[config.mk]
export PLATFORM = sky130hd
export DESIGN_NAME = puzzle_mover
export DESIGN_NICKNAME = d
export VERILOG_FILES = /design/src/rtl/puzzle_mover.sv
export SDC_FILE = /design/constraint.sdc
export NUM_CORES = 1
export LEC_CHECK = 0
export CORE_UTILIZATION = 30
export CTS_CLUSTER_DIAMETER = 30
export CTS_CLUSTER_SIZE = 28
export DETAILED_ROUTE_END_ITERATION = 10
export MAX_ROUTING_LAYER = met4
export PLACE_DENSITY = 0.49
export SETUP_SLACK_MARGIN = 0.4
export SLEW_MARGIN = 20
export SYNTH_ARGS = -nofsm -noshare
export SYNTH_HDL_FRONTEND = slang
export SYNTH_SLANG_ARGS = --single-unit
export TNS_END_PERCENT = 50
[constraint.sdc]
create_clock -name clk_d -period 8.19 [get_ports clk_d]
set_input_delay 2.0475 -clock clk_d [delete_from_list [all_inputs] [get_ports clk_d]]
set_output_delay 2.0475 -clock clk_d [all_outputs]
set_load 0.1 [all_outputs]
[src/rtl/puzzle_mover.sv]
// puzzle_mover: play-stage engine for a 2x2 sliding puzzle.
// Loads a generated board on a start edge, moves the blank on button edges,
// counts legal moves in two BCD digits and flags the solved arrangement.
//
// state  | meaning
// IDLE   | no game loaded yet, waiting for a valid start
// PLAY   | game running, direction events move the blank
// WON    | board solved, board and count frozen until reload
module puzzle_mover #(
    parameter logic [2:0] BLANK    = 3'b100,
    parameter logic [7:0] MOVE_MAX = 8'h99
) (
    input  logic        clk_d,
    input  logic        rst,
    input  logic [11:0] board_in,
    input  logic        start,
    input  logic        up,
    input  logic        down,
    input  logic        left,
    input  logic        right,
    output logic [11:0] board,
    output logic [7:0]  moves,
    output logic        solved,
    output logic        illegal,
    output logic        load_err,
    output logic        playing
);

    typedef enum logic [1:0] {S_IDLE, S_PLAY, S_WON} state_t;

    localparam logic [11:0] EMPTY_BOARD = {BLANK, BLANK, BLANK, BLANK};

    state_t      r_state;
    logic [11:0] r_board;
    logic [7:0]  r_moves;
    logic [1:0]  r_blank_pos;
    logic        r_solved;
    logic        r_illegal;
    logic        r_load_err;
    logic        r_playing;
    logic        r_start_q, r_up_q, r_down_q, r_left_q, r_right_q;

    logic        w_start_ev, w_up_ev, w_down_ev, w_left_ev, w_right_ev;
    logic        w_one_dir;
    logic        w_legal;
    logic [1:0]  w_nbr;
    logic [11:0] w_moved;
    logic [7:0]  w_moves_inc;

    // Cell 0 sits in the top bits; index 3 is bottom-right.
    function automatic logic [2:0] f_cell(input logic [11:0] b, input logic [1:0] idx);
        case (idx)
            2'd0:    return b[11:9];
            2'd1:    return b[8:6];
            2'd2:    return b[5:3];
            default: return b[2:0];
        endcase
    endfunction

    function automatic logic [11:0] f_set(input logic [11:0] b, input logic [1:0] idx,
                                          input logic [2:0] v);
        logic [11:0] r;
        r = b;
        case (idx)
            2'd0:    r[11:9] = v;
            2'd1:    r[8:6]  = v;
            2'd2:    r[5:3]  = v;
            default: r[2:0]  = v;
        endcase
        return r;
    endfunction

    // One blank, three tiles all below BLANK and pairwise distinct.
    function automatic logic f_valid(input logic [11:0] b);
        logic [2:0] c [4];
        int         n_blank;
        logic       ok;
        ok      = 1'b1;
        n_blank = 0;
        for (int i = 0; i < 4; i++) c[i] = f_cell(b, 2'(i));
        for (int i = 0; i < 4; i++) begin
            if (c[i] == BLANK) n_blank++;
            else if (c[i] > 3'b011) ok = 1'b0;
            for (int j = i + 1; j < 4; j++)
                if (c[i] != BLANK && c[i] == c[j]) ok = 1'b0;
        end
        return ok && (n_blank == 1);
    endfunction

    function automatic logic [1:0] f_blank_pos(input logic [11:0] b);
        logic [1:0] p;
        p = 2'd0;
        for (int i = 0; i < 4; i++)
            if (f_cell(b, 2'(i)) == BLANK) p = 2'(i);
        return p;
    endfunction

    function automatic logic f_is_solved(input logic [11:0] b);
        return (b[2:0] == BLANK) && (b[11:9] < b[8:6]) && (b[8:6] < b[5:3]);
    endfunction

    // Rising-edge events from the registered input history.
    always_comb begin
        w_start_ev = start & ~r_start_q;
        w_up_ev    = up    & ~r_up_q;
        w_down_ev  = down  & ~r_down_q;
        w_left_ev  = left  & ~r_left_q;
        w_right_ev = right & ~r_right_q;
        w_one_dir  = $onehot({w_up_ev, w_down_ev, w_left_ev, w_right_ev});
    end

    // Neighbour of the blank in the requested direction and the board after the swap.
    always_comb begin
        w_legal = 1'b0;
        w_nbr   = r_blank_pos;
        if (w_up_ev) begin
            w_legal = r_blank_pos[1];
            w_nbr   = {1'b0, r_blank_pos[0]};
        end else if (w_down_ev) begin
            w_legal = ~r_blank_pos[1];
            w_nbr   = {1'b1, r_blank_pos[0]};
        end else if (w_left_ev) begin
            w_legal = r_blank_pos[0];
            w_nbr   = {r_blank_pos[1], 1'b0};
        end else if (w_right_ev) begin
            w_legal = ~r_blank_pos[0];
            w_nbr   = {r_blank_pos[1], 1'b1};
        end
        w_moved = f_set(f_set(r_board, r_blank_pos, f_cell(r_board, w_nbr)), w_nbr, BLANK);
    end

    // Two-digit BCD increment that sticks at the maximum.
    always_comb begin
        w_moves_inc = r_moves;
        if (r_moves != MOVE_MAX) begin
            if (r_moves[3:0] == 4'd9) w_moves_inc = {r_moves[7:4] + 4'd1, 4'd0};
            else                      w_moves_inc = {r_moves[7:4], r_moves[3:0] + 4'd1};
        end
    end

    // Game FSM: loads, moves, win detection and registered status outputs.
    always_ff @(posedge clk_d or negedge rst) begin
        if (!rst) begin
            r_state     <= S_IDLE;
            r_board     <= EMPTY_BOARD;
            r_moves     <= 8'h00;
            r_blank_pos <= 2'd0;
            r_solved    <= 1'b0;
            r_illegal   <= 1'b0;
            r_load_err  <= 1'b0;
            r_playing   <= 1'b0;
            r_start_q   <= 1'b0;
            r_up_q      <= 1'b0;
            r_down_q    <= 1'b0;
            r_left_q    <= 1'b0;
            r_right_q   <= 1'b0;
        end else begin
            r_start_q  <= start;
            r_up_q     <= up;
            r_down_q   <= down;
            r_left_q   <= left;
            r_right_q  <= right;
            r_illegal  <= 1'b0;
            r_load_err <= 1'b0;
            if (w_start_ev) begin
                // A start edge wins over any direction in the same cycle.
                if (f_valid(board_in)) begin
                    r_board     <= board_in;
                    r_blank_pos <= f_blank_pos(board_in);
                    r_moves     <= 8'h00;
                    r_state     <= S_PLAY;
                    r_playing   <= 1'b1;
                    r_solved    <= 1'b0;
                end else begin
                    r_load_err <= 1'b1;
                end
            end else begin
                case (r_state)
                    S_PLAY: begin
                        if (f_is_solved(r_board)) begin
                            r_state   <= S_WON;
                            r_playing <= 1'b0;
                            r_solved  <= 1'b1;
                        end else if (w_one_dir) begin
                            if (w_legal) begin
                                r_board     <= w_moved;
                                r_blank_pos <= w_nbr;
                                r_moves     <= w_moves_inc;
                            end else begin
                                r_illegal <= 1'b1;
                            end
                        end
                    end
                    default: ;
                endcase
            end
        end
    end

    assign board    = r_board;
    assign moves    = r_moves;
    assign solved   = r_solved;
    assign illegal  = r_illegal;
    assign load_err = r_load_err;
    assign playing  = r_playing;

endmodule
---- Yosys cells after proc, flatten, opt, wreduce, memory -nomap -nowiden ----
Index checks and enable logic that the tools add are counted.
storage, ports and cells
  register bits after elaboration ......... 33
  input port bits ......................... 19
  output and inout port bits .............. 24
  logic and storage cells ................. 194
cells by class
  $add $sub $neg .......................... 8
  magnitude comparators ................... 6
  equality and inequality tests ........... 29
  multiplexer cells ....................... 92
  bitwise logic cells ..................... 12
  reductions and logical operators ........ 30
operator list
  cell                   number
  $mux 32                7
  $add 32x2->32 const B  3
  $mux 12                6
  $mux 8                 8
  $mux 3                 18
  $mux 1                 38
  $eq 32x2->1 const B    1
  $reduce_and 6->1       5
  $mux 2                 14
  $eq 3x3->1 const B     8
  $eq 3x3->1             6
  $gt 3x2->1 const B     4
  $reduce_bool 2->1      6
  $logic_and 1x1->1      9
  $ne 3x3->1 const B     3
  $pmux 3 s3             1
  $reduce_bool 3->1      3
  $add 4x1->4 const B    2
  $ne 8x8->1 const B     1
  $not 1->1              7
  $reduce_and 7->1       1
  $eq 2x1->1 const B     3
  $lt 3x3->1             2
  $reduce_or 3->1        2
  12 further kinds       19

---- Logic depth before layout (Yosys ltp) ----
  word-level depth ........................ 28
  depth in mapped cells ................... 15
  mapped depth without buffers ............ 13

---- Worst setup path after synthesis ----
OpenSTA, ideal clock, no wires.
  path type ............................... input to register
  start ................................... in up
  end ..................................... reg r_moves[3], in the netlist moves[3]
  arrival ................................. 4.894 ns
  required time ........................... 8.123 ns
  setup slack ............................. 3.229 ns
  stages .................................. 13
  buffers on the path ..................... 1
  path through ............................ nor2b_1 > inv_1 > fa_1 > inv_1 > ha_1 > ha_1 > nor2_1 > and3_1 > nand4b_1 > a21o_1 > clkbuf_1 > o41ai_1 > a31o_2
on the way
  longest elaborated chain between the ends .. 6
  elaborated cells on any way between the ends .. 8
RTL lines
  element                            RTL line  text
  start, declared                    17        input logic up,
  $and 1x1->1 (*)                    105       w_up_ev = up & ~r_up_q;
  $add 1x1->2 (implied by the code)  109       w_one_dir = $onehot({w_up_ev, w_down_ev, w_left_ev, w_right_ev});
  $add 2x2->3 (implied by the code)  109
  $eq 3x1->1                         109
  $reduce_bool 2->1 (no line)        n/a
  $reduce_and 6->1 (no line) (*)     n/a
  end signal, assigned               188       r_moves <= w_moves_inc;
  end, declared                      35        logic [7:0] r_moves;
Mark *: on every way between the ends. The rest lies on a longest branch, timed or not.
A chain may end at the register's enable or synchronous reset.

---- Worst setup path after layout ----
Same ends and word-level chain as after synthesis.

==> metrics <==
status=finished clean; Vias per Instance=5.119; YS warnings=0; Logic pwr share=0.654; final hold vios=0; die boundary width=92.99 um; synthesized area=2484 sq um; Total GRT Usage=0.1654; critical path class=in2reg; nets=358; internal reg-to-reg setup slack=4.54 ns; Area Growth Syn to Fin=21.91%; DRT iter0 DRCs=131; number of enable flip-flop cells after synthesis=0; Reg-to-Reg Start=r_up_q; initial antenna violation count=0; Rel. slew slack=0.3409; Tightest Hold Check Type=reg2reg; clk_skew=0.003917 ns; setup ws final=2.647 ns; Synth Register Bits=31; RSZ-0062 raised after global routing=false; sequential share of power=0.249; area of the die=8646 sq um; Most used DFF post-synth=dfrtp_1; GRT busiest layer=met1; number of global-route vias before repair=2034; CTS Buf Count=5; Vert. Die Dim=92.99 um; CTS tree=built; clock sinks=31; Core Rows=32; Critical Path AT=5.77 ns; GP Congestion=0.8685; met3 Usage GRT=0.02439; critical path endpoint=moves[3]; sw frac=0.5857; most frequent cells in the layout=clkdlybuf4s50_1, dfrtp_1, nand2_1; Slew Limit Fails=0; setup TNS=0 ns; post-synthesis sequential area ratio=0.3144; First-pass DRT Iterations=6; first-pass GRT wire length=10810 um; met1 Use GR=0.2505; reg2reg end=moves[3]; worst slew pin tran=0.9856 ns; ant diodes=0; Critical Path Sink Type=register; crit path launch=up; Pwr Density=390.1 nW/um^2; core region area=7848 sq um; I/O Pins=43; CTS Hold Bufs=0; DP HPWL=4768 um; peak supply drop=0.3456 mV; depth of the CTS H-tree=2; Residual DRC=0; Final Setup Violations=0; dpl ws=2.410 ns; FMAX=0.1804 GHz; DR WL/cell=14.91 um; antenna-violating nets left=0; leakage power total=1.259 nW; post-synthesis cell type count=54; Initial Util=0.3165; met2 Use GR=0.2310; Worst Path Max Fanout=9; Tcrit/Tclk final=0.6768; I/O Buffers=42; Max Cap Viol=0; DRT Wirelength=6383 um; top cells by area, synth=dfrtp_1, ha_1, a21oi_1, dfstp_2, mux2_2; Period minus WS final=5.543 ns; Pint=0.0004893 W; clock power share=0.097; Synthesized Nets=323; CTS Root Cell=clkbuf_8; post-CTS setup buffer count=0; clock buffer depth=2; share of the synthesized area in the top cell type=0.2720; CTS clock-pin slew for the worst setup and hold paths=0.06 ns; Syn Inst Count=290; switching pwr=0.0006918 W; clk_lat worst skew=0.28 ns; critical path launch point type=input port; syn avg cell area=8.564 sq um; post-cts repair resize count=0; FF-to-FF path depth=12; CP required=8.41 ns; Via Count=2191; commonest non-fill, non-tap cell in the layout=clkdlybuf4s50_1; layout cell share with drive strength beyond 1=0.1012; largest net degree at the start of global routing=32; Async SR Flop Fraction=1.000; post-synth top area cell=dfrtp_1; gr ovfl total=0
sequential cells by signal, indices dropped and copies added (netlist names):
| name | flops |
|---|---|
| r_right_q | 1 |
| r_start_q | 1 |
| r_state | 2 |
| illegal | 1 |
| r_down_q | 1 |
| r_blank_pos | 2 |
| r_left_q | 1 |
| moves | 8 |
| load_err | 1 |
| board | 12 |
| r_up_q | 1 |
stage by stage:
step,utilization,hold slack [ns],instance area [sq um],power (W),instances
after floorplan,-,0.7287,2484,0.0008771,290
after detailed placement,0.3755,0.5092,2947,0.001064,420
after global routing,0.3858,0.5450,3028,0.001253,428
final,0.3858,0.5137,3028,0.001181,428
after global placement,0.3755,0.5122,2947,0.001071,420
after CTS,0.3858,0.5248,3028,0.001186,428
cells by family (layout without fill, tap and decap cells):
kind of cell / after synthesis / after routing / synth area share
adder cells (fa/ha/maj): 14 / 14 / 0.07355
multiplexers: 14 / 14 / 0.06499
XOR/XNOR: 10 / 10 / 0.03829
AND/OR/NAND/NOR: 100 / 100 / 0.2111
flip-flops: 31 / 31 / 0.3144
buffers and inverters: 37 / 73 / 0.07204
AO/OA/AOI/OAI: 84 / 84 / 0.2257
synthesized netlist by cell type (7+ instances only):
master,n
nand2_1,26
mux2_2,9
o21ai_0,15
dfrtp_1,27
nand2b_1,9
inv_1,21
ha_1,13
nor3_1,11
nor2_1,20
nand3_1,11
clkbuf_1,7
xor2_1,8
a21oi_1,25
worst max-delay path, cell delays in order:
cell	delay (ns)
clkdlybuf4s50_1	0.47
nor2b_1	0.37
inv_1	0.23
fa_1	0.53
inv_1	0.04
ha_1	0.19
ha_1	0.27
nor2_1	0.10
and3_1	0.18
nand4b_1	0.40
a21o_1	0.40
o41ai_1	0.39
a31o_2	0.16
area by class of cell:
cell class | instances | area, sq um
tap | 102 | 127.6
clock inverter | 1 | 5.005
multi-input combinational | 222 | 1524
fill | 841 | 4820
clock buffer | 7 | 76.32
timing repair buffer | 44 | 435.4
inverter | 21 | 78.83
sequential | 31 | 780.7
worst min-delay path by stage:
stage | slack, ns | end | from | cells past startpoint
after global placement | 0.51 | r_state[1] | r_state[1] | 1
after floorplan | 0.73 | r_blank_pos[1] | r_start_q | 4
after CTS | 0.52 | r_state[1] | r_state[1] | 1
final | 0.51 | r_state[1] | r_state[1] | 1
after detailed placement | 0.51 | r_state[1] | r_state[1] | 1
after global routing | 0.54 | r_state[1] | r_state[1] | 1
power by group through the flow:
stage                     clock network (W)  logic [W]  registers, W
final                              0.000115   0.000772      0.000294
after CTS                          0.000120   0.000772      0.000294
after global placement                    0   0.000773      0.000298
after floorplan                           0   0.000246      0.000631
after detailed placement                  0   0.000768      0.000297
after global routing               0.000128   0.000820      0.000305
layer usage:
metal | routed length, um | vias up
li1 | - | 1111
met1 | 3352 | 1014
met2 | 2687 | 61
met3 | 290 | 5
met4 | 52 | 0
met5 | 0 | -
No activity file was read; power rests on OpenSTA's default activity.
==> edit (config.mk and constraints unchanged) <==
Encoding of `state_t`: now one-hot (3 bits for 3 states).
--- a/src/rtl/puzzle_mover.sv
+++ b/src/rtl/puzzle_mover.sv
@@ -28,3 +28,3 @@
 
-    typedef enum logic [1:0] {S_IDLE, S_PLAY, S_WON} state_t;
+    typedef enum logic [2:0] {S_IDLE = 3'b001, S_PLAY = 3'b010, S_WON = 3'b100} state_t;
 
Formal check against the unedited RTL: same outputs for any inputs over 4 cycles, from zero or initial values and one cycle with rst low; so few cycles prove little.
==> edit against the unedited design <==
Power down 6.7%. Routed wire length down 3.6%. Sequential cell count up 1. Worst setup slack better by 0.16 ns. Design area down 1.1%. Hold slack worse by 0.019 ns. Area after synthesis down 3.7%. Critical path type unchanged.
==> edit: results (changes against the unedited design) <==
- Status: finished, final reports clean (unchanged)
- DRT Pass-1 Iters: 4 (was 6)
- Wl on met1: 3050 um (was 3350 um)
- First-pass GRT wire length: 10,100 um (was 10,800 um)
- Hpwl dp: 4610 um (was 4770 um)
- Mapped Nets: 302 (was 323)
- M2 GR Usage: 0.237 (was 0.231)
- CP max stage cell: clkdlybuf4s50_1 (was fa_1)
- Top Family by Delay on Critical Path: buffers and inverters (was simple AND/OR/NAND/NOR gates)
- Largest net degree at the start of global routing: 33 (was 32)
- DRT iter0 DRCs: 130 (was 131)
- Crit-path max FO: 20 (was 9)
- Commonest cells in the netlist: dfrtp_1, o21ai_0, inv_1 (was dfrtp_1, nand2_1, a21oi_1)
- Nets: 337 (was 358)
- Dpl cell area: 0.00288 mm2 (was 0.00295 mm2)
- Maximum vdd drop: 0.130 mV (was 0.346 mV)
- Worst slew pin tran: 1.02 ns (was 0.986 ns)
- Ranking of synthesized cells by area: dfrtp_1, ha_1, dfstp_2 (was dfrtp_1, ha_1, a21oi_1)
- Critical path arrival: 5.56 ns (was 5.77 ns)
- Met1 Resource Use GR: 0.226 (was 0.251)
- Vias in the first global route: 1,916 (was 2,034)
- Post-Synthesis Cells: 269 (was 290)
- Routed length per placed instance: 15.1 um (was 14.9 um)
- WHS: 0.494 ns (was 0.514 ns)
- Worst reg-to-reg setup slack: 4.86 ns (was 4.54 ns)
- Library cells used by synthesis: 53 (was 54)
- Share of cells above drive strength 1: 0.102 (was 0.101)
==> edit: kinds of logic (layout without fill, tap and decap cells) <==
kind of cell,Yosys count,in the layout,share of synthesized area
AND/OR/NAND/NOR,82,82,0.183
flip-flops,32,32,0.338
buffers and inverters,38,74,0.0665
adder cells (fa/ha/maj),14,14,0.0764
AO/OA/AOI/OAI,73,73,0.211
XOR/XNOR,10,10,0.0366
multiplexers,20,20,0.0884
==> edit: power breakdown <==
part	internal, mW	total (mW)	leakage [nW]	switching (mW)
logic	0.195	0.671	0.878	0.476
registers	0.212	0.275	0.386	0.0629
clock network	0.0901	0.156	0.0541	0.0664
==> edit: cell type report <==
| type | count | area (um2) | area share |
|---|---|---|---|
| well taps | 102 | 128 | 0.0426 |
| repair buffers | 45 | 443 | 0.148 |
| flip-flops and latches | 32 | 807 | 0.269 |
| clock inverters | 3 | 42.5 | 0.0142 |
| inverters | 21 | 78.8 | 0.0263 |
| clock buffers | 5 | 68.8 | 0.0230 |
| multi-input cells | 199 | 1430 | 0.477 |
